### config.mk
export PLATFORM = sky130hd
export DESIGN_NAME = config_chain_loader
export DESIGN_NICKNAME = d
export VERILOG_FILES = /design/src/rtl/config_chain_loader.sv
export SDC_FILE = /design/constraint.sdc
export NUM_CORES = 1
export LEC_CHECK = 0
export ABC_AREA = 1
export CAP_MARGIN = 20
export CORE_MARGIN = 3
export CORE_UTILIZATION = 40
export CTS_BUF_LIST = sky130_fd_sc_hd__clkbuf_16
export DETAILED_ROUTE_END_ITERATION = 10
export HOLD_SLACK_MARGIN = 0.02
export PLACE_DENSITY = 0.72
export SLEW_MARGIN = 20
export SYNTH_ARGS = -nofsm -noshare
export SYNTH_HDL_FRONTEND = slang
export SYNTH_SLANG_ARGS = --single-unit
### constraint.sdc
create_clock -name CLK -period 2.65 [get_ports CLK]
set_input_delay 0.265 -clock CLK [delete_from_list [all_inputs] [get_ports CLK]]
set_output_delay 0.265 -clock CLK [all_outputs]
set_load 0.05 [all_outputs]
### src/rtl/config_chain_loader.sv
// Serialises a word-wide configuration bitstream into a single-bit DFF chain,
// LSB first, truncating the final word so exactly CHAIN_LEN bits are shifted.
module config_chain_loader #(
  parameter int WORD_W    = 8,
  parameter int CHAIN_LEN = 64,
  parameter int CNT_W     = $clog2(CHAIN_LEN + 1)
) (
  input  logic              CLK,
  input  logic              RESET,
  input  logic              START,
  input  logic [WORD_W-1:0] IN_DATA,
  input  logic              IN_VALID,
  output logic              IN_READY,
  output logic              CHAIN_HEAD,
  output logic              CHAIN_EN,
  output logic              BUSY,
  output logic              DONE,
  output logic              ERROR,
  output logic [CNT_W-1:0]  BIT_COUNT
);

  localparam int WC_W = $clog2(WORD_W + 1);

  localparam logic [1:0] S_IDLE  = 2'd0;
  localparam logic [1:0] S_WAIT  = 2'd1;
  localparam logic [1:0] S_SHIFT = 2'd2;
  localparam logic [1:0] S_DONE  = 2'd3;

  logic [1:0]        state;
  logic [WORD_W-1:0] sreg;
  logic [WC_W-1:0]   word_left;
  logic [CNT_W-1:0]  bit_count;
  logic              error_q;

  logic [CNT_W-1:0]  bit_count_nxt;
  logic              last_bit;
  logic              word_last;
  logic              in_ready;

  // Bits taken from a freshly loaded word: a whole word, or whatever the chain still needs.
  function automatic logic [WC_W-1:0] word_bits(input logic [CNT_W-1:0] done_bits);
    int rem;
    rem = CHAIN_LEN - int'(done_bits);
    return (rem >= WORD_W) ? WC_W'(WORD_W) : WC_W'(rem);
  endfunction

  assign bit_count_nxt = bit_count + CNT_W'(1);
  assign last_bit      = (bit_count_nxt == CNT_W'(CHAIN_LEN));
  assign word_last     = (word_left == WC_W'(1));

  // Ready depends only on registered state, so IN_VALID never reaches IN_READY.
  assign in_ready = (state == S_WAIT) ||
                    ((state == S_SHIFT) && word_last && !last_bit);

  assign IN_READY   = in_ready;
  assign CHAIN_EN   = (state == S_SHIFT);
  assign CHAIN_HEAD = (state == S_SHIFT) ? sreg[0] : 1'b0;
  assign BUSY       = (state == S_WAIT) || (state == S_SHIFT);
  assign DONE       = (state == S_DONE);
  assign ERROR      = error_q;
  assign BIT_COUNT  = bit_count;

  always_ff @(posedge CLK) begin
    if (RESET) begin
      state     <= S_IDLE;
      sreg      <= '0;
      word_left <= '0;
      bit_count <= '0;
      error_q   <= 1'b0;
    end else begin
      error_q <= START && BUSY;
      case (state)
        S_IDLE, S_DONE: begin
          if (START) begin
            state     <= S_WAIT;
            bit_count <= '0;
          end
        end
        S_WAIT: begin
          if (IN_VALID) begin
            sreg      <= IN_DATA;
            word_left <= word_bits(bit_count);
            state     <= S_SHIFT;
          end
        end
        S_SHIFT: begin
          bit_count <= bit_count_nxt;
          sreg      <= sreg >> 1;
          word_left <= word_left - WC_W'(1);
          if (last_bit) begin
            state <= S_DONE;
          end else if (word_last) begin
            // Loading in the last shift cycle keeps CHAIN_EN high across the word boundary.
            if (IN_VALID) begin
              sreg      <= IN_DATA;
              word_left <= word_bits(bit_count_nxt);
            end else begin
              state <= S_WAIT;
            end
          end
        end
        default: state <= S_IDLE;
      endcase
    end
  end

endmodule

# == Word level (Yosys, flattened, before mapping) ==
# Cells that the tools add are included.
# totals
ff_bits,22
inputBits,12
output_inout_bits,13
word_cells,54
# classes
addsub,4
magnitude_cmp,2
n_eq_ne,9
muxes,21
n_reduce_logical,13
# op_table
operator,count
2-to-1 mux 8 bit,4
2-to-1 mux 4 bit,6
"greater-or-equal comparator 8 x 5 -> 1 bit, second input constant",2
one-hot mux 8 bit (2 select lines),1
"subtractor 7 x 7 -> 8 bit, first input constant",2
one-hot mux 7 bit (2 select lines),1
2-to-1 mux 2 bit,5
one-hot mux 4 bit (2 select lines),1
"adder 7 x 1 -> 7 bit, second input constant",1
"equality test 7 bit, second input constant",1
2-to-1 mux 7 bit,1
one-hot mux 2 bit (3 select lines),1
"equality test 2 bit, second input constant",2
"equality test 4 x 1 -> 1 bit, second input constant",1
"inequality test 2 bit, second input constant",2
AND reduction 2 bit,2
AND reduction 4 bit,1
nonzero test 2 bit,2
"subtractor 4 x 1 -> 4 bit, second input constant",1
logical AND 1 bit,3
"inequality test 3 x 1 -> 1 bit, second input constant",1
"inequality test 3 x 2 -> 1 bit, second input constant",1
"equality test 2 x 1 -> 1 bit, second input constant",1
logical NOT 2 bit,1
4 further kinds,5

# == Depth between registers and ports, before layout ==
# Gate-level depths: netlist of the first run.
# depth
ltp_word,8
ltp_mapped,16
mapped_depth_nobuf,16

# == Worst setup path after synthesis of the first run ==
# No wires, ideal clock.
# synth_timing
path_type,register to output
startpoint,"reg bit_count[0], in the netlist BIT_COUNT[0]"
endpoint,out IN_READY
arrival_ns,2.814
required_ns,2.385
path_slack_ns,-0.429
stages_incl_launch_ff,10
path_buffers,0
cell_sequence,dfxtp_1 > ha_1 > nand2_1 > inv_1 > nand3_1 > nand2_1 > nand2_1 > nand3_2 > nand2_1 > o21ai_0
# synth_between
elab_chain_len,5
# synth_lines
item,line_no,source
from (decl),32,logic [CNT_W-1:0] bit_count;
from (signal assigned),87,bit_count <= bit_count_nxt;
adder 7 x 1 -> 7 bit,47,assign bit_count_nxt = bit_count + CNT_W'(1);
equality test 7 bit,48,assign last_bit = (bit_count_nxt == CNT_W'(CHAIN_LEN));
logical NOT 1 bit,53,((state == S_SHIFT) && word_last && !last_bit);
logical AND 1 bit,53,
logical OR 1 bit,52,assign in_ready = (state == S_WAIT) ||
to (decl),13,"output logic IN_READY,"
# Every way passes these cells.

# == Final worst setup path of the first run ==
# layout_timing
startpoint,"reg bit_count[0], in the netlist BIT_COUNT[0]"
endpoint,reg word_left[3]
# layout_between
elab_chain_len,8
elab_cells_between_ends,13
cone_classes,3 x add/sub; 2 x order compare; 1 x eq/ne; 7 x mux
# layout_lines
item,line_no,source
adder 7 x 1 -> 7 bit,47,
subtractor 7 x 7 -> 8 bit,43,rem = CHAIN_LEN - int'(done_bits);
greater-or-equal comparator 8 x 5 -> 1 bit,44,return (rem >= WORD_W) ? WC_W'(WORD_W) : WC_W'(rem);
2-to-1 mux 4 bit,44,
2-to-1 mux 4 bit,94,if (IN_VALID) begin
2-to-1 mux 4 bit,92,end else if (word_last) begin
2-to-1 mux 4 bit,90,if (last_bit) begin
one-hot mux 4 bit (2 select lines) *,72,case (state)
to (signal assigned),82,word_left <= word_bits(bit_count);
to (signal assigned),89,word_left <= word_left - WC_W'(1);
to (signal assigned),96,word_left <= word_bits(bit_count_nxt);
to (decl),31,logic [WC_W-1:0] word_left;
# Mark *: on every way between the ends. The rest lies on a longest branch, timed or not. The select of a mux whose other input is x is not followed.
# A chain may end at the register's enable or synchronous reset.

==> impl_results.md, run 1 <==
* Outcome: completed
* Drc violations at 0
* GR Util All Layers at 0.1705
* WP data required at 2800 ps
* Flop pwr share at 0.314
* Wire length per cell at 11.44 um
* Row count at 21
* HPWL after detailed placement at 2716 um
* Kind of critical path: register to register
* Reg2reg setup slack at 240 ps
* Post-CTS Setup Bufs at 0
* Pin count of the biggest net entering global routing at 20
* HP Class: register to register
* Sw Share at 0.3616
* GR Overflow Total at 0
* Die H at 68.21 um
* Worst rel slew slack at 0.6664
* Hold buffer count at CTS at 0
* Worst-skew pair later-pin latency at 250 ps
* Antenna Cells at 0
* Hold depth at 2
* CTS Buf Count at 3
* Clk slew on worst S/H paths at 60 ps
* Via Count at 1,585
* Root Buffer: clkbuf_16
* Initial antenna violation count at 0
* RSZ-0062 raised after global routing: no
* Final #Nets at 296
* CP endpoint kind: register
* Final count of hold timing violations at 0
* CTS tree: yes
* Commonest non-fill, non-tap cells in the layout: nand2_1 (62), inv_1 (31), nor2_1 (30)
* CTS Sinks at 22
* Final Critical Period at 2408 ps
* Synth cell types at 26
* Max Cap Viol at 0
* Fmax at 415.3 MHz
* First-pass iteration count of the detailed router at 4
* Post-synthesis area per instance at 6.292 um^2
* Initial Util at 0.4396
* Sequential cell area fraction in the yosys report at 0.2846
* Tcrit/Tclk final at 0.9087
* Area grow syn2layout at 26.92%
* Logic pwr share at 0.379
* DIE WIDTH at 68.21 um
* # IOs at 25
* Placeable Area at 3521 um^2
* CP startpoint kind: register
* Syn Inst Count at 246
* Flops & latches, synth at 22
* Post_cts resized at 0
* H-Tree Depth at 1
* Number of global-route vias before repair at 1,377
* Most common cell after layout, fill and taps aside: nand2_1
* Initial drt markers at 91
* Worst r2r path cells at 14
* Die area at 4652 um^2
* Internal Pwr Total at 882.1 uW
* Layout Cells excl Fill at 319
* # port buffers at 24
* Routed wire length at 3648 um
* Final Wtd Congestion at 0.8773
* Pleak at 0.8147 nW
* Pins Over Slew Limit at 0
* Mapped cell area at 1548 um^2
* CP Max Fanout at 9
* Placed insts at 315
* P_sw at 499.6 uW
* Slew of the pin with the lowest slew margin at 498.8 ps
* Post-route ant nets at 0
* PnR worst setup slack at 241.8 ps
* Setup-failing EPs final at 0
* Syn_nets at 268
* Global-route wire length before repair at 6078 um
* Dpl ws at 326.0 ps
* Syn. warnings at 0
* Setup Skew at 2.347 ps
* Setup TNS at 0 ps
* Max VDD drop at 0.4771 mV
* Clock buffer depth at 2
* P per Cell Area at 703.4 nW/um^2
* Clock power frac at 0.307
* CP arrival at 2560 ps
* Layout cells sized above 1 at 0.08059
* Via density at 4.969
[power groups by stage]
stage	Clock [mW]	Combinational (mW)	Sequential, mW
2_1_floorplan	0	0.372	0.439
3_3_place_gp	0	0.520	0.437
3_5_place_dp	0	0.522	0.437
4_1_cts	0.434	0.526	0.431
5_1_grt	0.450	0.588	0.439
6_report	0.424	0.524	0.434
[cell type report]
class	count	area, um^2
Fill cell	354	1556
Multi-Input combinational cell	188	968.4
Sequential cell	22	440.4
Timing Repair Buffer	27	272.8
Inverter	32	120.1
Clock buffer	3	75.07
Tap cell	46	57.56
Clock inverter	1	30.03
[synth_stat cells]
cell type  instances  area share
nor2_1            30       0.073
nand3_2            1      0.0065
o22ai_1            1      0.0040
nor3b_1            2      0.0097
xor2_1             1      0.0057
nand3_1           16       0.052
a21oi_2            2       0.011
ha_1              10       0.081
o21ai_0           11       0.036
nand4_1            6       0.024
a21oi_1           21       0.068
nor3_1             2      0.0065
nand2_2            5       0.020
a31oi_1            1      0.0040
inv_1             31       0.075
dfxtp_1           22        0.28
buf_6              1      0.0073
clkbuf_1           3      0.0073
inv_2              1      0.0024
xnor2_1            3       0.017
nor2_2             2      0.0081
o21ai_2            1      0.0057
o21ai_1            9       0.029
o21bai_1           1      0.0049
nor2_4             1      0.0073
nand2_1           62        0.15
[per-layer routing]
layer | part of all wire | vias to the layer above | global-route usage | routed length [um]
met1 | 0.50 | 714 | 0.2361 | 1829
met3 | 0.028 | 2 | 0.03448 | 101
met5 | 0 | - | 0 | 0
met4 | 0.0066 | 0 | 0.03722 | 24
met2 | 0.46 | 20 | 0.2720 | 1692
li1 | - | 849 | - | -
[cell families (layout without fill, tap and decap cells)]
group	count (synthesis)	after routing	synth area share
AND/OR/NAND/NOR	127	127	0.3573
AO/OA/AOI/OAI	47	47	0.1625
buffers and inverters	36	63	0.09215
flip-flops	22	22	0.2846
adder cells (fa/ha/maj)	10	10	0.08084
XOR/XNOR	4	4	0.02264
[worst paths after layout]
| kind | from | endpoint |
|---|---|---|
| setup / recovery | BIT_COUNT[0] | word_left[3] |
| hold / removal | sreg[2] | sreg[2] |
| setup reg to reg | BIT_COUNT[0] | word_left[3] |
| hold reg to reg | sreg[2] | sreg[2] |
[registers in the layout, indices dropped and copies added, names as in the netlist]
name	cells
sreg	8
BIT_COUNT	7
word_left	4
state	2
ERROR	1
[critical path: stages, from the launching register on]
cell and delay (ps):
dfxtp_1 540, inv_1 230, ha_1 420, nor2_1 130, nand2_1 100, nor2_2 180
nand2_1 70, nand2_1 50, nand2_1 40, nor2_1 80, nand3_1 90, nand2_2 110
nand2_1 70, a21oi_1 150, nor2_1 50
[metrics by stage]
step | util | cell area (um^2) | total power [mW] | hold slack, ps
detailed placement | 0.5281 | 1859 | 0.9585 | 456.7
global route | 0.5579 | 1964 | 1.477 | 488.2
global placement | 0.5281 | 1859 | 0.9568 | 451.7
floorplan | - | 1551 | 0.8108 | 387.7
finish | 0.5579 | 1964 | 1.382 | 464.0
CTS | 0.5579 | 1964 | 1.391 | 466.4
Note: power is estimated with default switching activity, not from simulation.
==> run 2, diff against run 1 <==
Settings changed: CAP_MARGIN 20 to not set, GPL_TIMING_DRIVEN set to 1, PLACE_DENSITY 0.72 to not set.
==> run 2 against run 1 <==
  * First-iteration DRC count is 23% lower
  * Largest power group unchanged
  * Hold slack better by 2.0 ps
  * Sequential share of layout area decreased by 0.085 points
==> impl_results.md, run 2 (synthesis results as in run 1) <==
* First-pass iteration count of the detailed router at 4 (unchanged)
* Outcome: completed (unchanged)
* Clk slew on worst S/H paths at 60 ps (about the same)
* Worst r2r path cells at 15 (was 14)
* Max VDD drop at 0.3724 mV (was 0.4771 mV)
* Setup TNS at 0 ps (unchanged)
* P_sw at 499.8 uW (was 499.6 uW)
* Logic pwr share at 0.377 (was 0.379)
* Flop pwr share at 0.313 (was 0.314)
* Clock buffer depth at 2 (unchanged)
* Fmax at 429.0 MHz (was 415.3 MHz)
* Global-route wire length before repair at 6382 um (was 6078 um)
* Hold buffer count at CTS at 0 (unchanged)
* Via Count at 1,574 (was 1,585)
* Wire length per cell at 11.72 um (was 11.44 um)
* Slowest-stage cell, CP: dfxtp_1 (unchanged)
* CP arrival at 2070 ps (was 2560 ps)
* WP depth at 10 (was 14)
* Setup-failing EPs final at 0 (unchanged)
* Worst setup endpoint: IN_READY (was word_left[3])
* Final count of hold timing violations at 0 (unchanged)
* Drc violations at 0 (unchanged)
* H-Tree Depth at 1 (unchanged)
* Total Power at 1.383 mW (was 1.382 mW)
* Routed wire length at 3749 um (was 3648 um)
* Worst-skew pair later-pin latency at 260 ps (was 250 ps)
* Tcrit/Tclk final at 0.8796 (was 0.9087)
* CTS Buf Count at 3 (unchanged)
* WP data required at 2380 ps (was 2800 ps)
* Post-route ant nets at 0 (unchanged)
* DIE WIDTH at 68.21 um (unchanged)
* Reg with most FFs: sreg (unchanged)
* Pin count of the biggest net entering global routing at 20 (unchanged)
* Most common cell after layout, fill and taps aside: nand2_1 (unchanged)
* P per Cell Area at 701.1 nW/um^2 (was 703.4 nW/um^2)
* Commonest non-fill, non-tap cells in the layout: nand2_1 (62), inv_1 (31), nor2_1 (30) (unchanged)
* Crit-path max cell delay at 500 ps (was 540 ps)
* GR Util All Layers at 0.1774 (was 0.1705)
* RSZ-0062 raised after global routing: no (unchanged)
* Filler instances at 354 (unchanged)
* Bufs and invs on worst path at 2 (was 1)
* CTS Sinks at 22 (unchanged)
* HPWL after detailed placement at 2893 um (was 2716 um)
* Top Family by Delay on Critical Path: simple AND/OR/NAND/NOR gates (unchanged)
* FF-to-FF End: word_left[2] (was word_left[3])
* Slew of the pin with the lowest slew margin at 499.9 ps (was 498.8 ps)
* Clock power frac at 0.310 (was 0.307)
* Most numerous cell on the critical path: nand2_1 (unchanged)
* Crit-path cells: ha_1 > nand2_1 > inv_1 > nand3_1 > nand2_2 > nor2_4 > nand3_2 > nand2_1 > o21ai_2 > buf_12 (was inv_1 > ha_1 > nor2_1 > nand2_1 > nor2_2 > nand2_1 > nand2_1 > nand2_1 > nor2_1 > nand3_1 > nand2_2 > nand2_1 > a21oi_1 > nor2_1)
* Area of the multi-input gates at 968.4 um^2 (unchanged)
* Reg-to-reg startpoint: BIT_COUNT[0] (unchanged)
* Die H at 68.21 um (unchanged)
* Max Cap Viol at 0 (unchanged)
* CP startpoint kind: register (unchanged)
* CP Max Fanout at 9 (unchanged)
* Placeable Area at 3521 um^2 (unchanged)
* # IOs at 25 (unchanged)
* Setup Skew at 2.454 ps (was 2.347 ps)
* Antenna Cells at 0 (unchanged)
* # port buffers at 24 (unchanged)
* Row count at 21 (unchanged)
* Post-CTS Setup Bufs at 0 (unchanged)
* Layout cells sized above 1 at 0.08394 (was 0.08059)
* HP Class: register to register (unchanged)
* Final Wtd Congestion at 0.9294 (was 0.8773)
* Fin util at 0.5601 (was 0.5579)
* Largest register FFs at 8 (unchanged)
* CP endpoint kind: output port (was register)
* Storage element area at 440.4 um^2 (unchanged)
* Worst rel slew slack at 0.6657 (was 0.6664)
* Kind of critical path: register to output port (was register to register)
* Area grow syn2layout at 27.40% (was 26.92%)
* Root Buffer: clkbuf_16 (unchanged)
* Number of global-route vias before repair at 1,415 (was 1,377)
* Post_cts resized at 0 (unchanged)
* Internal Pwr Total at 882.7 uW (was 882.1 uW)
* Reg2reg setup slack at 350 ps (was 240 ps)
* Via density at 4.919 (was 4.969)
* Sw Share at 0.3615 (was 0.3616)
* Pins Over Slew Limit at 0 (unchanged)
* Initial drt markers at 70 (was 91)
* GR Overflow Total at 0 (unchanged)
* Final Critical Period at 2331 ps (was 2408 ps)
* Die area at 4652 um^2 (unchanged)
* Initial Util at 0.4396 (unchanged)
* Final #Nets at 297 (was 296)
* CTS tree: yes (unchanged)
* Pleak at 0.8201 nW (was 0.8147 nW)
* Initial antenna violation count at 0 (unchanged)
* Setup crit start: BIT_COUNT[0] (unchanged)
-- run 2: cell types whose count changed in the layout (fill, tap and decap cells not counted), sizes merged --
cell,previous run,this run
buf,4,5
-- run 2: power by group through the flow --
stage,sequential [mW],clock [mW],combinational (mW)
after detailed placement,0.440,0,0.522
after global routing,0.442,0.449,0.582
after global placement,0.439,0,0.524
after CTS,0.433,0.439,0.525
final,0.433,0.429,0.521
after floorplan,0.439,0,0.372
-- run 2: worst min-delay path by stage --
stage	from	endpoint	slack [ps]	depth (start not counted)
floorplan	START	ERROR	390	2
global placement	sreg[2]	sreg[2]	450	2
detailed placement	sreg[5]	sreg[5]	460	2
CTS	sreg[5]	sreg[5]	470	2
global route	sreg[7]	sreg[7]	480	2
finish	sreg[4]	sreg[4]	470	2
-- run 2: worst reg2reg max path, stage by stage, from the launching register on --
cell and delay (ps):
dfxtp_1 500, inv_1 220, ha_1 400, nor2_1 120, nand2_1 100, nor2_2 180, nand2_1 70, nand2_1 60
nand2_1 50, nor2_1 80, nand3_1 90, nand2_2 90, nand2_1 60, nand2_1 60, nand2_1 50, a21oi_2 110
-- run 2: metrics by stage --
stage,hold WS (ps),cell area [um^2],instances,setup slack (ps)
final,466.0,1972,320,319.0
after floorplan,387.7,1551,246,202.6
after CTS,467.5,1972,320,320.3
after global placement,454.4,1867,316,417.7
after detailed placement,458.4,1867,316,382.1
after global routing,483.1,1972,320,14.18
-- run 2: area by class of cell --
| class | instances | area share |
|---|---|---|
| multi-input combinational | 188 | 0.4911 |
| timing repair buffer | 28 | 0.1421 |
| clock buffer | 3 | 0.03807 |
| tap | 46 | 0.02919 |
| clock inverter | 1 | 0.01523 |
| sequential | 22 | 0.2234 |
| inverter | 32 | 0.06091 |
-- run 2: metal layers --
layer / vias to the layer above / part of all wire / GRT usage
met5: - / 0 / 0
met4: 0 / 0.0027 / 0.02978
met3: 2 / 0.055 / 0.03448
met2: 42 / 0.45 / 0.2900
met1: 676 / 0.49 / 0.2438
li1: 854 / - / -
==> run 3, diff against run 2 <==
Settings changed: DONT_BUFFER_PORTS set to 1.
==> run 3 against run 2 <==
  * Sequential cell count unchanged
  * Design area decreased by 9.0%
  * Combinational power decreased by 5.4%
  * Critical endpoint unchanged
  * Largest cell class unchanged
  * Highest routed layer unchanged
==> impl_results.md, run 3 (synthesis results as in run 1) <==
* Kind of critical path: register to output port (unchanged)
* Area of the multi-input gates at 968.4 um^2 (unchanged)
* H-Tree Depth at 1 (unchanged)
* Final count of hold timing violations at 0 (unchanged)
* CTS Buf Count at 3 (unchanged)
* Drc violations at 0 (unchanged)
* Final Critical Period at 2320 ps (was 2331 ps)
* Final Wtd Congestion at 0.8470 (was 0.9294)
* Global-route wire length before repair at 6230 um (was 6382 um)
* Via Count at 1,532 (was 1,574)
* P per Cell Area at 760.0 nW/um^2 (was 701.1 nW/um^2)
* Routed wire length at 3739 um (was 3749 um)
* Die area at 4652 um^2 (unchanged)
* Outcome: completed (unchanged)
* Pleak at 0.7743 nW (was 0.8201 nW)
* CP startpoint kind: register (unchanged)
* Root Buffer: clkbuf_16 (unchanged)
* DIE WIDTH at 68.21 um (unchanged)
* Placed insts at 300 (was 316)
* Largest register FFs at 8 (unchanged)
* # port buffers at 0 (was 24)
* Hold EP: sreg[1] (was sreg[4])
* CTS tree: yes (unchanged)
* CP arrival at 2050 ps (was 2070 ps)
* WP data required at 2380 ps (about the same)
* Slowest-stage cell, CP: dfxtp_1 (unchanged)
* Placeable Area at 3521 um^2 (unchanged)
* Initial Util at 0.4396 (unchanged)
* GR Overflow Total at 0 (unchanged)
* Smallest hold slack at 65.57 ps (was 466.0 ps)
* Setup Skew at 3.468 ps (was 2.454 ps)
* Max Cap Viol at 0 (unchanged)
* Post-route ant nets at 0 (unchanged)
* Pins Over Slew Limit at 0 (unchanged)
* Reg-to-reg startpoint: BIT_COUNT[0] (unchanged)
* Hold path startpoint: RESET (was sreg[4])
* Hold depth at 1 (was 2)
* Bufs and invs on worst path at 2 (unchanged)
* Tcrit/Tclk final at 0.8753 (was 0.8796)
* Total Power at 1.364 mW (was 1.383 mW)
* Area grow syn2layout at 15.93% (was 27.40%)
* Worst rel slew slack at 0.6667 (was 0.6657)
* Reg2reg setup slack at 460 ps (was 350 ps)
* HPWL after detailed placement at 2884 um (was 2893 um)
* Row count at 21 (unchanged)
* Die H at 68.21 um (unchanged)
* FF-to-FF End: sreg[1] (was word_left[2])
* First-pass iteration count of the detailed router at 4 (unchanged)
* Most common cell after layout, fill and taps aside: nand2_1 (unchanged)
* Fmax at 431.1 MHz (was 429.0 MHz)
* RSZ-0062 raised after global routing: no (unchanged)
* Layout Cells excl Fill at 304 (was 320)
* Final #Nets at 281 (was 297)
* Setup-failing EPs final at 0 (unchanged)
* Filler instances at 385 (was 354)
* Antenna Cells at 0 (unchanged)
* Slew of the pin with the lowest slew margin at 501.2 ps (was 499.9 ps)
* Initial drt markers at 70 (unchanged)
* GR Util All Layers at 0.1768 (was 0.1774)
* HP Class: input port to register (was register to register)
* Reg with most FFs: sreg (unchanged)
* Crit-path max cell delay at 460 ps (was 500 ps)
* CTS Sinks at 22 (unchanged)
* # IOs at 25 (unchanged)
* Final instance area at 1794 um^2 (was 1972 um^2)
* Post_cts resized at 0 (unchanged)
* Hold buffer count at CTS at 0 (unchanged)
* Post-CTS Setup Bufs at 0 (unchanged)
* Max VDD drop at 0.4922 mV (was 0.3724 mV)
* Post-DP Area at 1689 um^2 (was 1867 um^2)
* CP Max Fanout at 8 (was 9)
* Initial antenna violation count at 0 (unchanged)
* Worst-skew pair later-pin latency at 260 ps (about the same)
* Worst r2r path cells at 15 (unchanged)
* Wire length per cell at 12.30 um (was 11.72 um)
* Most numerous cell on the critical path: nand2_1 (unchanged)
* Layout cells sized above 1 at 0.1163 (was 0.08394)
* Commonest non-fill, non-tap cells in the layout: nand2_1 (62), inv_1 (31), nor2_1 (30) (unchanged)
* CP endpoint kind: output port (unchanged)
* Clock buffer depth at 2 (unchanged)
* Via density at 5.039 (was 4.919)
* Pin count of the biggest net entering global routing at 20 (unchanged)
* Storage element area at 440.4 um^2 (unchanged)
* Number of global-route vias before repair at 1,418 (was 1,415)
* Setup TNS at 0 ps (unchanged)
* Top Family by Delay on Critical Path: simple AND/OR/NAND/NOR gates (unchanged)
* Clk slew on worst S/H paths at 60 ps (about the same)
* Crit-path cells: ha_1 > nand2_1 > inv_1 > nand3_1 > nand2_1 > nand2_1 > nand3_2 > nand2_1 > o21ai_2 > buf_12 (was ha_1 > nand2_1 > inv_1 > nand3_1 > nand2_2 > nor2_4 > nand3_2 > nand2_1 > o21ai_2 > buf_12)
-- run 3: cell types whose count changed in the layout (fill, tap and decap cells not counted), sizes merged --
cell and delta:
buf +7, clkdlybuf4s50 -23
-- run 3: worst max-delay path by stage --
stage | slack [ps] | start | cells past startpoint | to
floorplan | 200 | BIT_COUNT[0] | 9 | IN_READY
global placement | 470 | BIT_COUNT[0] | 15 | sreg[3]
detailed placement | 460 | BIT_COUNT[0] | 15 | sreg[0]
CTS | 320 | BIT_COUNT[1] | 10 | IN_READY
global route | 130 | BIT_COUNT[1] | 10 | IN_READY
finish | 330 | BIT_COUNT[1] | 10 | IN_READY
-- run 3: cell type report --
cell class	count	area share
Multi-Input combinational cell	188	0.5397
Sequential cell	22	0.2455
Inverter	32	0.06695
Timing Repair Buffer	12	0.05718
Clock buffer	3	0.04184
Tap cell	46	0.03208
Clock inverter	1	0.01674
-- run 3: metal layers --
metal	up-vias	part of all wire	global-route usage
li1	818	-	-
met1	692	0.50	0.2345
met3	2	0.040	0.04105
met4	0	0.0064	0.04467
met2	20	0.45	0.2876
met5	-	0	0
-- run 3: per-stage QoR --
| stage | setup WS (ps) | utilization |
|---|---|---|
| 6_report | 330.5 | 0.5096 |
| 5_1_grt | 133.5 | 0.5096 |
| 4_1_cts | 316.9 | 0.5096 |
| 3_5_place_dp | 461.4 | 0.4797 |
| 3_3_place_gp | 470.0 | 0.4797 |
| 2_1_floorplan | 202.6 | - |
-- run 3: power by group --
part | switching (mW) | leakage [nW] | total [mW] | internal [mW]
clock | 0.133 | 0.0511 | 0.433 | 0.300
combinational | 0.317 | 0.544 | 0.493 | 0.176
sequential | 0.0507 | 0.179 | 0.437 | 0.387
-- run 3: worst reg2reg max path: cells and delay by family (launching register included) --
| kind | cells | cell delay, ps |
|---|---|---|
| AO/OA/AOI/OAI | 2 | 190 |
| adder cells (fa/ha/maj) | 1 | 210 |
| flip-flops | 1 | 310 |
| buffers and inverters | 3 | 410 |
| AND/OR/NAND/NOR | 9 | 1000 |
